$ cat src/rtl/master_bus_bridge.sv
// Initiator end of the bit-serial system bus: shifts {addr, wdata} out on wr_bus,
// collects read data from rd_bus, tolerates slave split and aborts on stall timeout.
module master_bus_bridge #(
  parameter int unsigned ADDR_WIDTH = 16,
  parameter int unsigned DATA_WIDTH = 8,
  parameter int unsigned TIMEOUT    = 255
) (
  input  logic                             clk,
  input  logic                             rst,
  input  logic                             valid_in,
  input  logic [ADDR_WIDTH+DATA_WIDTH:0]   uart_register_in,
  output logic                             ready_out,
  output logic                             wr_bus,
  output logic                             mode,
  output logic                             master_valid,
  input  logic                             slave_ready,
  input  logic                             rd_bus,
  input  logic                             slave_valid,
  output logic                             master_ready,
  input  logic                             split,
  output logic [DATA_WIDTH-1:0]            uart_register_out,
  output logic                             valid_out,
  output logic                             error
);

  localparam int unsigned REQ_W   = ADDR_WIDTH + DATA_WIDTH;
  localparam int unsigned MAX_W   = (ADDR_WIDTH > DATA_WIDTH) ? ADDR_WIDTH : DATA_WIDTH;
  localparam int unsigned CNT_W   = (MAX_W > 1) ? $clog2(MAX_W) : 1;
  localparam int unsigned STALL_W = (TIMEOUT > 1) ? $clog2(TIMEOUT + 1) : 1;
  localparam logic [CNT_W-1:0]   ADDR_LAST  = CNT_W'(ADDR_WIDTH - 1);
  localparam logic [CNT_W-1:0]   DATA_LAST  = CNT_W'(DATA_WIDTH - 1);
  localparam logic [STALL_W-1:0] STALL_LAST = STALL_W'(TIMEOUT - 1);

  typedef enum logic [2:0] {IDLE, ADDR, DATA, RD_WAIT, SPLIT, RD_DATA, DONE} state_e;

  state_e                 state_q, state_d;
  logic [CNT_W-1:0]       cnt_q, cnt_d;
  logic [STALL_W-1:0]     stall_q, stall_d;
  logic [REQ_W-1:0]       sh_q, sh_d;
  logic [DATA_WIDTH-1:0]  rdata_q, rdata_d;
  logic [DATA_WIDTH-1:0]  out_q, out_d;
  logic                   mode_q, mode_d;
  logic                   ready_out_q, ready_out_d;
  logic                   wr_bus_q, wr_bus_d;
  logic                   master_valid_q, master_valid_d;
  logic                   master_ready_q, master_ready_d;
  logic                   valid_out_q, valid_out_d;
  logic                   error_q, error_d;
  logic                   wr_xfer_c, rd_xfer_c, stall_en_c;
  logic [DATA_WIDTH-1:0]  rd_shift_c;

  assign wr_xfer_c  = master_valid_q && slave_ready;
  assign rd_xfer_c  = master_ready_q && slave_valid && !((state_q == RD_WAIT) && split);
  assign rd_shift_c = DATA_WIDTH'({rdata_q, rd_bus});
  // A split request in RD_WAIT is a legal wait, so it never counts as a stall.
  assign stall_en_c = (state_q == ADDR) || (state_q == DATA) || (state_q == RD_DATA) ||
                      ((state_q == RD_WAIT) && !split);

  // Next-state, datapath and registered-output computation.
  always_comb begin
    state_d = state_q;
    cnt_d   = cnt_q;
    stall_d = stall_q;
    sh_d    = sh_q;
    rdata_d = rdata_q;
    out_d   = out_q;
    mode_d  = mode_q;
    error_d = 1'b0;

    unique case (state_q)
      IDLE: begin
        if (valid_in) begin
          sh_d    = uart_register_in[REQ_W-1:0];
          mode_d  = uart_register_in[REQ_W];
          cnt_d   = '0;
          stall_d = '0;
          rdata_d = '0;
          state_d = ADDR;
        end
      end
      ADDR: begin
        if (wr_xfer_c) begin
          sh_d = {sh_q[REQ_W-2:0], 1'b0};
          if (cnt_q == ADDR_LAST) begin
            cnt_d   = '0;
            state_d = mode_q ? DATA : RD_WAIT;
          end else begin
            cnt_d = cnt_q + CNT_W'(1);
          end
        end
      end
      DATA: begin
        if (wr_xfer_c) begin
          sh_d = {sh_q[REQ_W-2:0], 1'b0};
          if (cnt_q == DATA_LAST) begin
            cnt_d   = '0;
            state_d = DONE;
          end else begin
            cnt_d = cnt_q + CNT_W'(1);
          end
        end
      end
      RD_WAIT: begin
        if (split) begin
          state_d = SPLIT;
        end else if (rd_xfer_c) begin
          rdata_d = rd_shift_c;
          if (DATA_WIDTH == 1) begin
            out_d   = rd_shift_c;
            cnt_d   = '0;
            state_d = DONE;
          end else begin
            cnt_d   = CNT_W'(1);
            state_d = RD_DATA;
          end
        end
      end
      SPLIT: begin
        if (!split) state_d = RD_WAIT;
      end
      RD_DATA: begin
        if (rd_xfer_c) begin
          rdata_d = rd_shift_c;
          if (cnt_q == DATA_LAST) begin
            out_d   = rd_shift_c;
            cnt_d   = '0;
            state_d = DONE;
          end else begin
            cnt_d = cnt_q + CNT_W'(1);
          end
        end
      end
      DONE:    state_d = IDLE;
      default: state_d = IDLE;
    endcase

    // Stall watchdog overrides any other transition on expiry.
    if (stall_en_c) begin
      if (wr_xfer_c || rd_xfer_c) begin
        stall_d = '0;
      end else if (TIMEOUT != 0) begin
        if (stall_q == STALL_LAST) begin
          stall_d = '0;
          cnt_d   = '0;
          error_d = 1'b1;
          state_d = IDLE;
        end else begin
          stall_d = stall_q + STALL_W'(1);
        end
      end
    end

    ready_out_d    = (state_d == IDLE);
    master_valid_d = (state_d == ADDR) || (state_d == DATA);
    master_ready_d = (state_d == RD_WAIT) || (state_d == RD_DATA);
    wr_bus_d       = master_valid_d & sh_d[REQ_W-1];
    valid_out_d    = (state_d == DONE);
  end

  always_ff @(posedge clk or posedge rst) begin
    if (rst) begin
      state_q        <= IDLE;
      cnt_q          <= '0;
      stall_q        <= '0;
      sh_q           <= '0;
      rdata_q        <= '0;
      out_q          <= '0;
      mode_q         <= 1'b0;
      ready_out_q    <= 1'b1;
      wr_bus_q       <= 1'b0;
      master_valid_q <= 1'b0;
      master_ready_q <= 1'b0;
      valid_out_q    <= 1'b0;
      error_q        <= 1'b0;
    end else begin
      state_q        <= state_d;
      cnt_q          <= cnt_d;
      stall_q        <= stall_d;
      sh_q           <= sh_d;
      rdata_q        <= rdata_d;
      out_q          <= out_d;
      mode_q         <= mode_d;
      ready_out_q    <= ready_out_d;
      wr_bus_q       <= wr_bus_d;
      master_valid_q <= master_valid_d;
      master_ready_q <= master_ready_d;
      valid_out_q    <= valid_out_d;
      error_q        <= error_d;
    end
  end

  assign ready_out         = ready_out_q;
  assign wr_bus            = wr_bus_q;
  assign mode              = mode_q;
  assign master_valid      = master_valid_q;
  assign master_ready      = master_ready_q;
  assign uart_register_out = out_q;
  assign valid_out         = valid_out_q;
  assign error             = error_q;

endmodule

$ cat config.mk
export PLATFORM = sky130hd
export DESIGN_NAME = master_bus_bridge
export DESIGN_NICKNAME = d
export VERILOG_FILES = /design/src/rtl/master_bus_bridge.sv
export SDC_FILE = /design/constraint.sdc
export NUM_CORES = 1
export LEC_CHECK = 0
export CAP_MARGIN = 20
export CORE_AREA = 8 8 95 97
export DETAILED_ROUTE_END_ITERATION = 8
export DIE_AREA = 0 0 103 105
export PLACE_DENSITY = 0.69
export SYNTH_ARGS = -nofsm -noshare
export SYNTH_HDL_FRONTEND = slang
export SYNTH_SLANG_ARGS = --single-unit
$ cat constraint.sdc
create_clock -name clk -period 2 [get_ports clk]
set_input_delay 0.3 -clock clk [delete_from_list [all_inputs] [get_ports clk]]
set_output_delay 0.3 -clock clk [all_outputs]
set_load 0.01 [all_outputs]
# Yosys cells after proc, flatten, opt, wreduce, memory -nomap -nowiden
# Index checks and enable logic that the tools add are counted.
totals:
  ff_bits: 62
  n_memories: 0
  ram_bits: 0
  latch_bits: 0
  inputBits: 32
  output_inout_bits: 15
  rom_bits: 0
  elab_cells: 98
op_classes:
  shifts: 0
  n_mul: 0
  div: 0
  n_bitwise: 1
  n_addsub: 2
  eq_ne: 16
  n_lt_le_gt_ge: 0
  n_reduce_logical: 25
  mux: 40
op_table:
  columns: ["operator", "count"]
  rows:
  - ["$mux W8", 7]
  - ["$mux W24", 2]
  - ["$pmux W24 S2", 1]
  - ["$mux W4", 11]
  - ["$mux W3", 12]
  - ["$pmux W8 S3", 1]
  - ["$pmux W4 S5", 1]
  - ["$pmux W3 S6", 1]
  - ["$eq A3 B2 Y1 const B", 4]
  - ["$eq A3 B3 Y1 const B", 4]
  - ["$reduce_and A3 Y1", 3]
  - ["$add A8 B1 Y8 const B", 1]
  - ["$eq A8 B8 Y1 const B", 1]
  - ["$eq A3 B1 Y1 const B", 2]
  - ["$logic_not A3 Y1", 2]
  - ["$logic_or A1 B1 Y1", 6]
  - ["$reduce_bool A2 Y1", 3]
  - ["$logic_and A1 B1 Y1", 5]
  - ["$add A4 B1 Y4 const B", 1]
  - ["$eq A4 B3 Y1 const B", 1]
  - ["$eq A4 B4 Y1 const B", 1]
  - ["$mux W1", 4]
  - ["$ne A2 B2 Y1 const B", 2]
  - ["$reduce_and A2 Y1", 2]
  - ["5 further kinds", 6]

# Depth between registers and ports, before layout
# Gate-level depths: netlist of run 1.
depth:
  word_depth: 13
  ltp_mapped: 8

# Least setup slack after synthesis of run 1
# No wires, ideal clock.
synth_path:
  path_kind: "register to register"
  from: "register cnt_q[0]"
  to: "register wr_bus_q (netlist: wr_bus)"
  synth_period_minus_slack_ns: 1.765
  required_ns: 1.922
  path_stages_with_launch: 7
  t_arrival_ns: 1.687
  path_buffers: 0
  path_slack_ns: 0.235
  setup_time_ns: 0.078
  cell_sequence: "dfrtp_1 > ha_1 > and3b_1 > nor2_1 > or4_1 > a21o_1 > a21oi_1"
synth_via:
  elab_chain_cells: 10
  word_cells_on_any_way: 15
synth_lines:
  columns: ["item", "line", "source"]
  rows:
  - ["start, declared", "37", "logic [CNT_W-1:0] cnt_q, cnt_d;"]
  - ["start signal, assigned", "177", "cnt_q <= cnt_d;"]
  - ["$eq A4 B3 Y1 or $eq A4 B4 Y1 (tied branches)", "95, 124, 84", null]
  - ["$mux W3 (on tied branches)", "95, 124, 84", null]
  - ["$mux W3 (on tied branches)", "122, 82, 93", null]
  - ["$pmux W3 S6 (*)", "70", "unique case (state_q)"]
  - ["$mux W3", "142", "if (stall_q == STALL_LAST) begin"]
  - ["$mux W3", "139", "if (wr_xfer_c || rd_xfer_c) begin"]
  - ["$mux W3 (*)", "138", "if (stall_en_c) begin"]
  - ["$eq A3 B1 Y1 or $eq A3 B2 Y1 (tied branches)", "154", "master_valid_d = (state_d == ADDR) || (state_d == DATA);"]
  - ["$logic_or A1 B1 Y1 (*)", "154", null]
  - ["$and A1 B1 Y1 (*)", "156", "wr_bus_d = master_valid_d & sh_d[REQ_W-1];"]
  - ["named net wr_bus_d", "44", "logic wr_bus_q, wr_bus_d;"]
  - ["end signal, assigned", "184", "wr_bus_q <= wr_bus_d;"]
  - ["end, declared", "44", null]
# Mark *: on every way through the listed nets, which the timed path passes. The rest lies on a longest branch.
# A chain may end at the register's enable or synchronous reset.

# Final worst setup path of run 1
layout_path:
  from: "register state_q[2]"
  to: "register cnt_q[0]"
layout_via:
  elab_chain_cells: 10
  word_cells_on_any_way: 20
layout_lines:
  columns: ["item", "line", "source"]
  rows:
  - ["start, declared", "36", "state_e state_q, state_d;"]
  - ["start signal, assigned", "176", "state_q <= state_d;"]
  - ["$eq A3 B2 Y1", "53, 57, 70", null]
  - ["$logic_and A1 B1 Y1", "53", "assign rd_xfer_c = master_ready_q && slave_valid && !((state_q == RD_WAIT) && split);"]
  - ["$logic_not A1 Y1", "53", null]
  - ["$logic_and A1 B1 Y1", "53", null]
  - ["$mux W4", "106", "end else if (rd_xfer_c) begin"]
  - ["$mux W4", "104", "if (split) begin"]
  - ["$pmux W4 S5", "70", null]
  - ["$mux W4", "142", null]
  - ["$mux W4", "139", null]
  - ["$mux W4 (*)", "138", null]
  - ["named net cnt_d[0]", "37", null]
# Marks and branches as above.

==> impl_metrics.env, run 1 <==
export IMPL_area_growth_syn_to_layout_pct=33.2
export IMPL_vdd_drop_max_v=0.000636
export IMPL_required_ns=2.25
export IMPL_syn_area_um2=3200
export IMPL_die_y_um=105
export IMPL_placed_cell_area_um2=4010
export IMPL_vias_per_cell=5.33
export IMPL_synth_top_cell_area_share=0.470
export IMPL_rows=32
export IMPL_dpl_hpwl_um=5670
export IMPL_diodes=0
export IMPL_drt_wl_total_um=7760
export IMPL_outcome="finished clean"
export IMPL_place_port_buffers=46
export IMPL_p_leak_nw=1.81
export IMPL_core_area_um2=7530
export IMPL_holdWs_ns=0.263
export IMPL_numCtsBuffers=9
export IMPL_end_kind="flip-flop"
export IMPL_slew_viol_final=0
export IMPL_antenna_found_initial=0
export IMPL_grt_overflow=0
export IMPL_dieArea_um2=10800
export IMPL_synth_edf_count=0
export IMPL_clockBufferDepth=2
export IMPL_grt_pass1_wl_um=12800
export IMPL_dpl_worst_slack_ns=-0.138
export IMPL_total_power_mw=5.20
export IMPL_fin_area_um2=4260
export IMPL_dr_pass1_iters=4
export IMPL_io_pins=47
export IMPL_synth_cell_types=62
export IMPL_synthCells=323
export IMPL_final_period_utilization=0.965
export IMPL_grt_pass1_vias=2630
export IMPL_synth_area_leaders="dfrtp_1 (47%), a22oi_1 (5.9%), o21ai_0 (5.5%)"
export IMPL_start_kind="flip-flop"
export IMPL_post_cts_resized=0
export IMPL_ys_warn_count=0
export IMPL_fmax_mhz=518
export IMPL_die_x_um=103
export IMPL_stdcell_count=503
export IMPL_drive_gt1_frac=0.200
export IMPL_track_usage=0.149
export IMPL_grt_max_degree=25
export IMPL_drc_errors=0
export IMPL_placedCellCount=487
export IMPL_vias=2679
export IMPL_setup_viol_count_final=0
export IMPL_cp_max_fo=6
export IMPL_worstMarginPinSlew_ns=0.448
export IMPL_path_clk_slew_ns=0.07
export IMPL_routedWlPerCell_um=15.4
export IMPL_tritoncts="done"
export IMPL_synth_top_area_cell="dfrtp_1"
export IMPL_finalWorstSetupSlack_ns=0.0699
export IMPL_ctsHoldBuffers=0
export IMPL_root_buffer="clkbuf_8"
export IMPL_hold_viol=0
export IMPL_htreeDepth=3
export IMPL_cp_arrival_ns=2.18
export IMPL_fin_setup_tns_ns=0
export IMPL_clock_latency_ns=0.34
export IMPL_drt_iter0_markers=131
export IMPL_final_setup_skew_ns=0.00715
export IMPL_hold_path_class="in2async"
export IMPL_min_period_ns=1.93
export IMPL_clock_sinks=61
export IMPL_synth_async_sr_flop_share=1.00
export IMPL_syn_area_per_cell_um2=9.89
export IMPL_synth_nets=358
export IMPL_path_class="reg2reg"
export IMPL_place_gp_congestion=0.878
export IMPL_fillers=680
export IMPL_mostFrequentLayoutCells="dfrtp_1 (60), clkdlybuf4s50_1 (46), nand2_1 (40), o21ai_0 (35), buf_4 (28)"
export IMPL_slew_headroom=0.693
export IMPL_ys_seq_area_frac=0.478
export IMPL_rsz0062_at_grt="false"
export IMPL_power_density_nw_per_um2=1220
export IMPL_ys_flop_type="dfrtp_1"
export IMPL_initial_core_util=0.425
export IMPL_final_util=0.565
export IMPL_layout_commonest_cell="dfrtp_1"
export IMPL_antenna_left=0
export IMPL_synth_seq_cells=61
export IMPL_maxCapViolCount=0
export IMPL_nets=431
export IMPL_cts_setup_buffers=0
-- critical path: stages, from the launching register on --
cell	delay, ns
dfrtp_1	0.48
or3b_1	0.46
a2111o_1	0.44
a22oi_2	0.17
a311oi_1	0.08
a211oi_1	0.21
-- where the power goes --
group          leakage (nW)  switching [mW]  internal (mW)
logic                 0.917            1.21           1.07
registers             0.797           0.240           1.60
clock network        0.0964           0.478          0.606
-- kinds of logic (layout without fill, tap and decap cells) --
| kind of cell | count (synthesis) | after routing | synth area share |
|---|---|---|---|
| DFF | 61 | 61 | 0.478 |
| AOI/OAI and AO/OA | 105 | 105 | 0.226 |
| adders and majority gates | 3 | 3 | 0.0117 |
| buffers and inverters | 32 | 110 | 0.0493 |
| xor gates and xnor gates | 3 | 3 | 0.00822 |
| and+or+nand+nor | 103 | 103 | 0.173 |
| muxes | 16 | 16 | 0.0536 |
-- layer usage --
layer / global-route usage / wire length, µm / vias to the layer above
met5: 0 / 0 / -
met4: 0.0786 / 189 / 0
met3: 0.0338 / 363 / 16
met2: 0.220 / 3540 / 54
met1: 0.198 / 3670 / 1290
li1: - / - / 1319
-- sequential cells by signal (all words and copies together), names as in the netlist, 3 cells and up --
register / flops
sh_q: 24
uart_register_out: 8
stall_q: 8
state_q: 3
cnt_q: 4
rdata_q: 7
-- synthesized netlist by cell type, types with 3 or more instances --
master,instances
dfrtp_1,60
nand2_1,40
o21ai_0,35
a22oi_1,25
nor2_1,14
inv_1,13
nand3_1,10
buf_2,9
mux2_2,9
a21o_1,7
a21oi_1,7
mux2i_1,7
nand2b_1,5
a31oi_1,4
clkbuf_1,4
a211oi_1,3
and2_1,3
and3_1,3
buf_4,3
ha_1,3
nor3_1,3
nor3b_1,3
-- cell type report --
cell class | count | area, µm² | share of cell area
Sequential cell | 61 | 1530 | 0.359
Tap cell | 102 | 128 | 0.0300
Clock inverter | 4 | 47.5 | 0.0112
Timing Repair Buffer | 81 | 802 | 0.188
Inverter | 13 | 48.8 | 0.0115
Multi-Input combinational cell | 230 | 1560 | 0.366
Clock buffer | 12 | 145 | 0.0341
-- worst paths after layout --
path	startpoint	endpoint	slack, ns	depth (start not counted)
worst min-delay path	rst	valid_out	0.26	2
worst max register to register	state_q[2]	cnt_q[0]	0.07	5
max in group asynchronous	rst	mode	1.27	3
worst max-delay path	state_q[2]	cnt_q[0]	0.07	5
min in group clk	sh_q[15]	sh_q[15]	0.48	2
worst min register to register	sh_q[15]	sh_q[15]	0.48	2
Power figures use the tool's default switching activity.
==> run 2, diff against run 1 <==
- DONT_BUFFER_PORTS: default -> 1
- PLACE_DENSITY: 0.69 -> 0.61
==> run 2 against run 1 <==
  * Fmax up 0.22%
  * Combinational power down 12%
  * Sequential share of layout area up 5.9 points
  * Wire length down 1.3%
  * Via count down 5.0%
  * Sequential cell count unchanged
  * Power down 6.8%
  * Clock power down 11%
  * Register-to-register slack about the same
  * Design area down 14%
  * Largest power group unchanged
==> impl_metrics.env, run 2 (synthesized netlist as in run 1, its figures left out) <==
export IMPL_area_growth_syn_to_layout_pct=14.5
export IMPL_routedWlPerCell_um=17.0
export IMPL_hold_viol=0
export IMPL_vias_per_cell=5.66
export IMPL_antenna_found_initial=0
export IMPL_drive_gt1_frac=0.221
export IMPL_fmax_mhz=519
export IMPL_largest_reg_flops=24
export IMPL_p_leak_nw=1.57
export IMPL_setup_viol_count_final=0
export IMPL_end_kind="flip-flop"
export IMPL_min_period_ns=1.93
export IMPL_power_density_nw_per_um2=1330
export IMPL_layout_commonest_cell="dfrtp_1"
export IMPL_holdWs_ns=0.0967
export IMPL_path_class="reg2reg"
export IMPL_crit_slowest_cell="dfrtp_1"
export IMPL_required_ns=2.21
export IMPL_track_usage=0.142
export IMPL_stdcell_count=450
export IMPL_grt_pass1_vias=2459
export IMPL_grt_pass1_wl_um=12200
export IMPL_slew_viol_final=0
export IMPL_die_y_um=105
export IMPL_grt_overflow=0
export IMPL_clock_latency_ns=0.34
export IMPL_antenna_left=0
export IMPL_rsz0062_at_grt="true"
export IMPL_outcome="finished clean"
export IMPL_maxCapViolCount=0
export IMPL_worstMarginPinSlew_ns=0.480
export IMPL_mostFrequentLayoutCells="dfrtp_1 (58), nand2_1 (40), o21ai_0 (35), a22oi_1 (25), buf_4 (24)"
export IMPL_vias=2545
export IMPL_dieArea_um2=10800
export IMPL_tritoncts="done"
export IMPL_clock_sinks=61
export IMPL_io_pins=47
export IMPL_fin_setup_tns_ns=0
export IMPL_total_power_mw=4.85
export IMPL_dr_pass1_iters=4
export IMPL_slowest_delay_ns=0.52
export IMPL_cp_arrival_ns=2.13
export IMPL_place_port_buffers=0
export IMPL_cp_cell_sequence="buf_4 -> clkinvlp_4 -> o21a_1 -> a21o_1 -> a221oi_1 -> nor4_1"
export IMPL_largest_register="sh_q"
export IMPL_initial_core_util=0.425
export IMPL_diodes=0
export IMPL_dpl_hpwl_um=5310
export IMPL_path_clk_slew_ns=0.07
export IMPL_final_setup_skew_ns=0.00832
export IMPL_rows=32
export IMPL_core_area_um2=7530
export IMPL_drc_errors=0
export IMPL_hold_path_class="in2reg"
export IMPL_start_kind="flip-flop"
export IMPL_clockBufferDepth=2
export IMPL_htreeDepth=3
export IMPL_slew_headroom=0.678
export IMPL_numCtsBuffers=9
export IMPL_root_buffer="clkbuf_8"
export IMPL_grt_max_degree=62
export IMPL_placedCellCount=432
export IMPL_fillers=748
export IMPL_drt_wl_total_um=7660
export IMPL_vdd_drop_max_v=0.000447
export IMPL_cp_max_fo=8
export IMPL_place_gp_congestion=0.896
export IMPL_drt_iter0_markers=144
export IMPL_nets=378
export IMPL_rrSetupSlack_ns=0.07
export IMPL_final_period_utilization=0.963
export IMPL_die_x_um=103
-- run 2: cell types whose count changed in the layout (fill, tap and decap cells not counted), moves of 2 or more --
cell,before,now
dfrtp_1,60,58
dfrtp_2,0,2
clkbuf_1,2,0
inv_6,0,2
clkinv_4,0,2
clkdlybuf4s50_1,46,0
buf_4,28,24
buf_12,6,1
-- run 2: repair_timing --
action / CTS / global route
hold buffers: 1 / 0
setup endpoints to repair: 0 / 34
endpoints found under the hold margin: 60 / 0
buffers inserted: 0 / 1
gates resized for setup: 0 / 11
-- run 2: layer usage --
metal  up-vias  wire length (µm)  track usage
met4         0               158       0.0651
met3        13               525       0.0438
li1       1219                 -            -
met5         -                 0            0
met1      1245              3510        0.188
met2        68              3470        0.205
-- run 2: path summary, 6_finish.rpt --
kind | start | endpoint | depth (start not counted)
setup / recovery | state_q[2] | cnt_q[3] | 6
hold / removal | rd_bus | rdata_q[0] | 2
setup reg to reg | state_q[2] | cnt_q[3] | 6
hold reg to reg | sh_q[10] | sh_q[10] | 2
max in group asynchronous | rst | ready_out | 3
min in group asynchronous | rst | sh_q[9] | 3
-- run 2: critical path: cells and delay by family (launching register included) --
kind            cells  cell delay, ns
compound gates      3            0.74
simple gates        1            0.10
buf+inv             2            0.45
flops               1            0.52
-- run 2: through the flow --
stage / instance area [µm²] / setup slack, ns / util
after floorplan: 3200 / 0.189 / -
after global placement: 3420 / 0.0403 / 0.455
after detailed placement: 3420 / 0.0213 / 0.455
after CTS: 3610 / 0.0103 / 0.479
after global routing: 3660 / -0.0254 / 0.486
final: 3660 / 0.0741 / 0.486
-- run 2: cell type report --
type / count / area [µm²] / area share
clock inverter: 7 / 50.0 / 0.0137
inverter: 13 / 52.6 / 0.0144
multi-input combinational: 230 / 1550 / 0.423
tap: 102 / 128 / 0.0349
timing repair buffer: 28 / 226 / 0.0619
clock buffer: 9 / 124 / 0.0339
sequential: 61 / 1530 / 0.418
-- run 2: power by group --
| part | total (mW) | switching [mW] | internal, mW |
|---|---|---|---|
| sequential | 1.89 | 0.282 | 1.60 |
| combinational | 2.00 | 1.15 | 0.854 |
| clock | 0.965 | 0.511 | 0.455 |
| total | 4.85 | 1.94 | 2.91 |
==> run 3, diff against run 2 <==
--- a/constraint.sdc
+++ b/constraint.sdc
@@ -3,2 +3,2 @@
 set_output_delay 0.3 -clock clk [all_outputs]
-set_load 0.01 [all_outputs]
+set_load 0.1 [all_outputs]
==> run 3 against run 2 <==
  * Count of clock-buffer cells in the layout increased by 3
  * Worst hold slack improved by 0.0051 ns
  * Power increased by 9.6%
  * Sequential power increased by 5%
  * Design area increased by 2.0%
  * Global-route usage increased by 0.19 points
  * First-iteration DRC count decreased by 19%
  * Setup slack improved by 0.044 ns
  * Combinational power increased by 12%
  * Largest power group unchanged
  * Non-clock buffer count increased by 7
  * Register-to-register slack improved by 0.04 ns
==> impl_metrics.env, run 3 (synthesized netlist as in run 1, its figures left out) <==
export IMPL_rows=32
export IMPL_maxCapViolCount=0
export IMPL_r2r_cells=5
export IMPL_wl_met2_um=3440
export IMPL_slew_headroom=0.385
export IMPL_vdd_drop_max_v=0.000704
export IMPL_dpl_hpwl_um=5180
export IMPL_required_ns=2.26
export IMPL_path_class="reg2reg"
export IMPL_slowest_delay_ns=0.56
export IMPL_track_usage=0.144
export IMPL_grt_overflow=0
export IMPL_fmax_mhz=532
export IMPL_hold_path_class="in2reg"
export IMPL_p_leak_nw=1.61
export IMPL_htreeDepth=3
export IMPL_cp_num_cells=5
export IMPL_finalWorstSetupSlack_ns=0.119
export IMPL_nets=385
export IMPL_die_y_um=105
export IMPL_sw_frac_of_total=0.415
export IMPL_dpl_worst_slack_ns=0.0445
export IMPL_drc_errors=0
export IMPL_p_int_mw=3.11
export IMPL_place_port_buffers=0
export IMPL_end_kind="flip-flop"
export IMPL_pwr_share_clk=0.204
export IMPL_start_kind="flip-flop"
export IMPL_layout_commonest_cell="dfrtp_1"
export IMPL_rsz0062_at_grt="false"
export IMPL_grt_pass1_wl_um=12300
export IMPL_largest_register="sh_q"
export IMPL_worstMarginPinSlew_ns=0.922
export IMPL_drt_wl_total_um=7480
export IMPL_outcome="finished clean"
export IMPL_power_density_nw_per_um2=1420
export IMPL_hold_viol=0
export IMPL_hold_depth=1
export IMPL_final_setup_skew_ns=0.00697
export IMPL_min_period_ns=1.88
export IMPL_io_pins=47
export IMPL_top_layer="met4"
export IMPL_grt_max_degree=62
export IMPL_wl_met1_um=3400
export IMPL_clock_latency_ns=0.34
export IMPL_crit_slowest_cell="or4_4"
export IMPL_path_clk_slew_ns=0.07
export IMPL_antenna_left=0
export IMPL_wl_met3_um=537
export IMPL_mostFrequentLayoutCells="dfrtp_1 (56), nand2_1 (40), o21ai_0 (35), buf_4 (32), a22oi_1 (25)"
export IMPL_root_buffer="clkbuf_8"
export IMPL_dieArea_um2=10800
export IMPL_cp_arrival_ns=2.15
export IMPL_area_growth_syn_to_layout_pct=16.8
export IMPL_clock_sinks=61
export IMPL_place_gp_congestion=0.835
export IMPL_switchingPower_mw=2.20
export IMPL_die_x_um=103
export IMPL_p_seq_frac=0.372
export IMPL_fin_setup_tns_ns=0
export IMPL_vias_per_cell=5.55
export IMPL_grt_pass1_vias=2460
export IMPL_antenna_found_initial=0
export IMPL_numCtsBuffers=9
export IMPL_vias=2535
export IMPL_slew_viol_final=0
export IMPL_drive_gt1_frac=0.228
export IMPL_diodes=0
export IMPL_routedWlPerCell_um=16.4
export IMPL_tritoncts="done"
export IMPL_drt_iter0_markers=117
export IMPL_core_area_um2=7530
export IMPL_critPathBufInv=0
export IMPL_final_period_utilization=0.941
export IMPL_initial_core_util=0.425
export IMPL_critical_path_top_delay_family="simple AND/OR/NAND/NOR gates"
export IMPL_largest_reg_flops=24
export IMPL_rrSetupSlack_ns=0.12
export IMPL_dr_pass1_iters=4
export IMPL_p_comb_frac=0.423
export IMPL_setup_viol_count_final=0
export IMPL_cp_max_fo=8
export IMPL_cp_cell_sequence="and2_1 -> a31oi_1 -> or4_4 -> a21o_1 -> a21oi_1"
export IMPL_clockBufferDepth=2
-- run 3: changes by cell type in the layout (fill, tap and decap cells not counted), moves of 2 or more --
cell | previous run | this run
buf_4 | 24 | 32
clkbuf_1 | 0 | 2
clkinv_4 | 2 | 0
dfrtp_1 | 58 | 56
dfrtp_2 | 2 | 4
inv_6 | 2 | 0
-- run 3: worst paths after layout --
| check | start | endpoint |
|---|---|---|
| worst min-delay path | uart_register_in[0] | sh_q[0] |
| worst max-delay path | master_valid | master_valid |
| worst max register to register | master_valid | master_valid |
| min in group asynchronous | rst | rdata_q[0] |
| max in group asynchronous | rst | ready_out |
| worst min register to register | sh_q[15] | sh_q[15] |
-- run 3: power groups by stage --
stage,logic [mW],clock network [mW],registers (mW)
2_1_floorplan,1.44,0,2.15
3_3_place_gp,2.18,0,1.98
3_5_place_dp,2.20,0,1.99
4_1_cts,2.21,1.12,1.97
5_1_grt,2.52,1.18,2.04
6_report,2.25,1.09,1.98
-- run 3: layout make-up --
class                   count  area (µm²)
clock buffers              12         145
clock inverters             4        47.5
fillers                   743        3790
inverters                  13        48.8
multi-input cells         230        1540
flip-flops and latches     61        1530
well taps                 102         128
repair buffers             35         290
-- run 3: timing repair --
action	CTS	global route
hold buffers	1	0
setup endpoints to repair	0	32
endpoints found under the hold margin	60	0
gates resized for setup	0	5
setup buffers	0	1
-- run 3: per-layer routing --
layer  GRT usage  vias to the layer above
li1            -                     1239
met1       0.185                     1226
met2       0.217                       58
met3      0.0524                       12
met4      0.0486                        0
met5           0                        -
-- run 3: metrics by stage --
| step | std cells | total power [mW] | utilization | hold WS, ns | area (µm²) |
|---|---|---|---|---|---|
| 2_1_floorplan | 323 | 3.59 | - | 0.433 | 3210 |
| 3_3_place_gp | 439 | 4.16 | 0.464 | 0.279 | 3490 |
| 3_5_place_dp | 439 | 4.19 | 0.464 | 0.277 | 3490 |
| 4_1_cts | 456 | 5.31 | 0.491 | 0.0857 | 3700 |
| 5_1_grt | 457 | 5.73 | 0.496 | 0.0866 | 3730 |
| 6_report | 457 | 5.32 | 0.496 | 0.102 | 3730 |
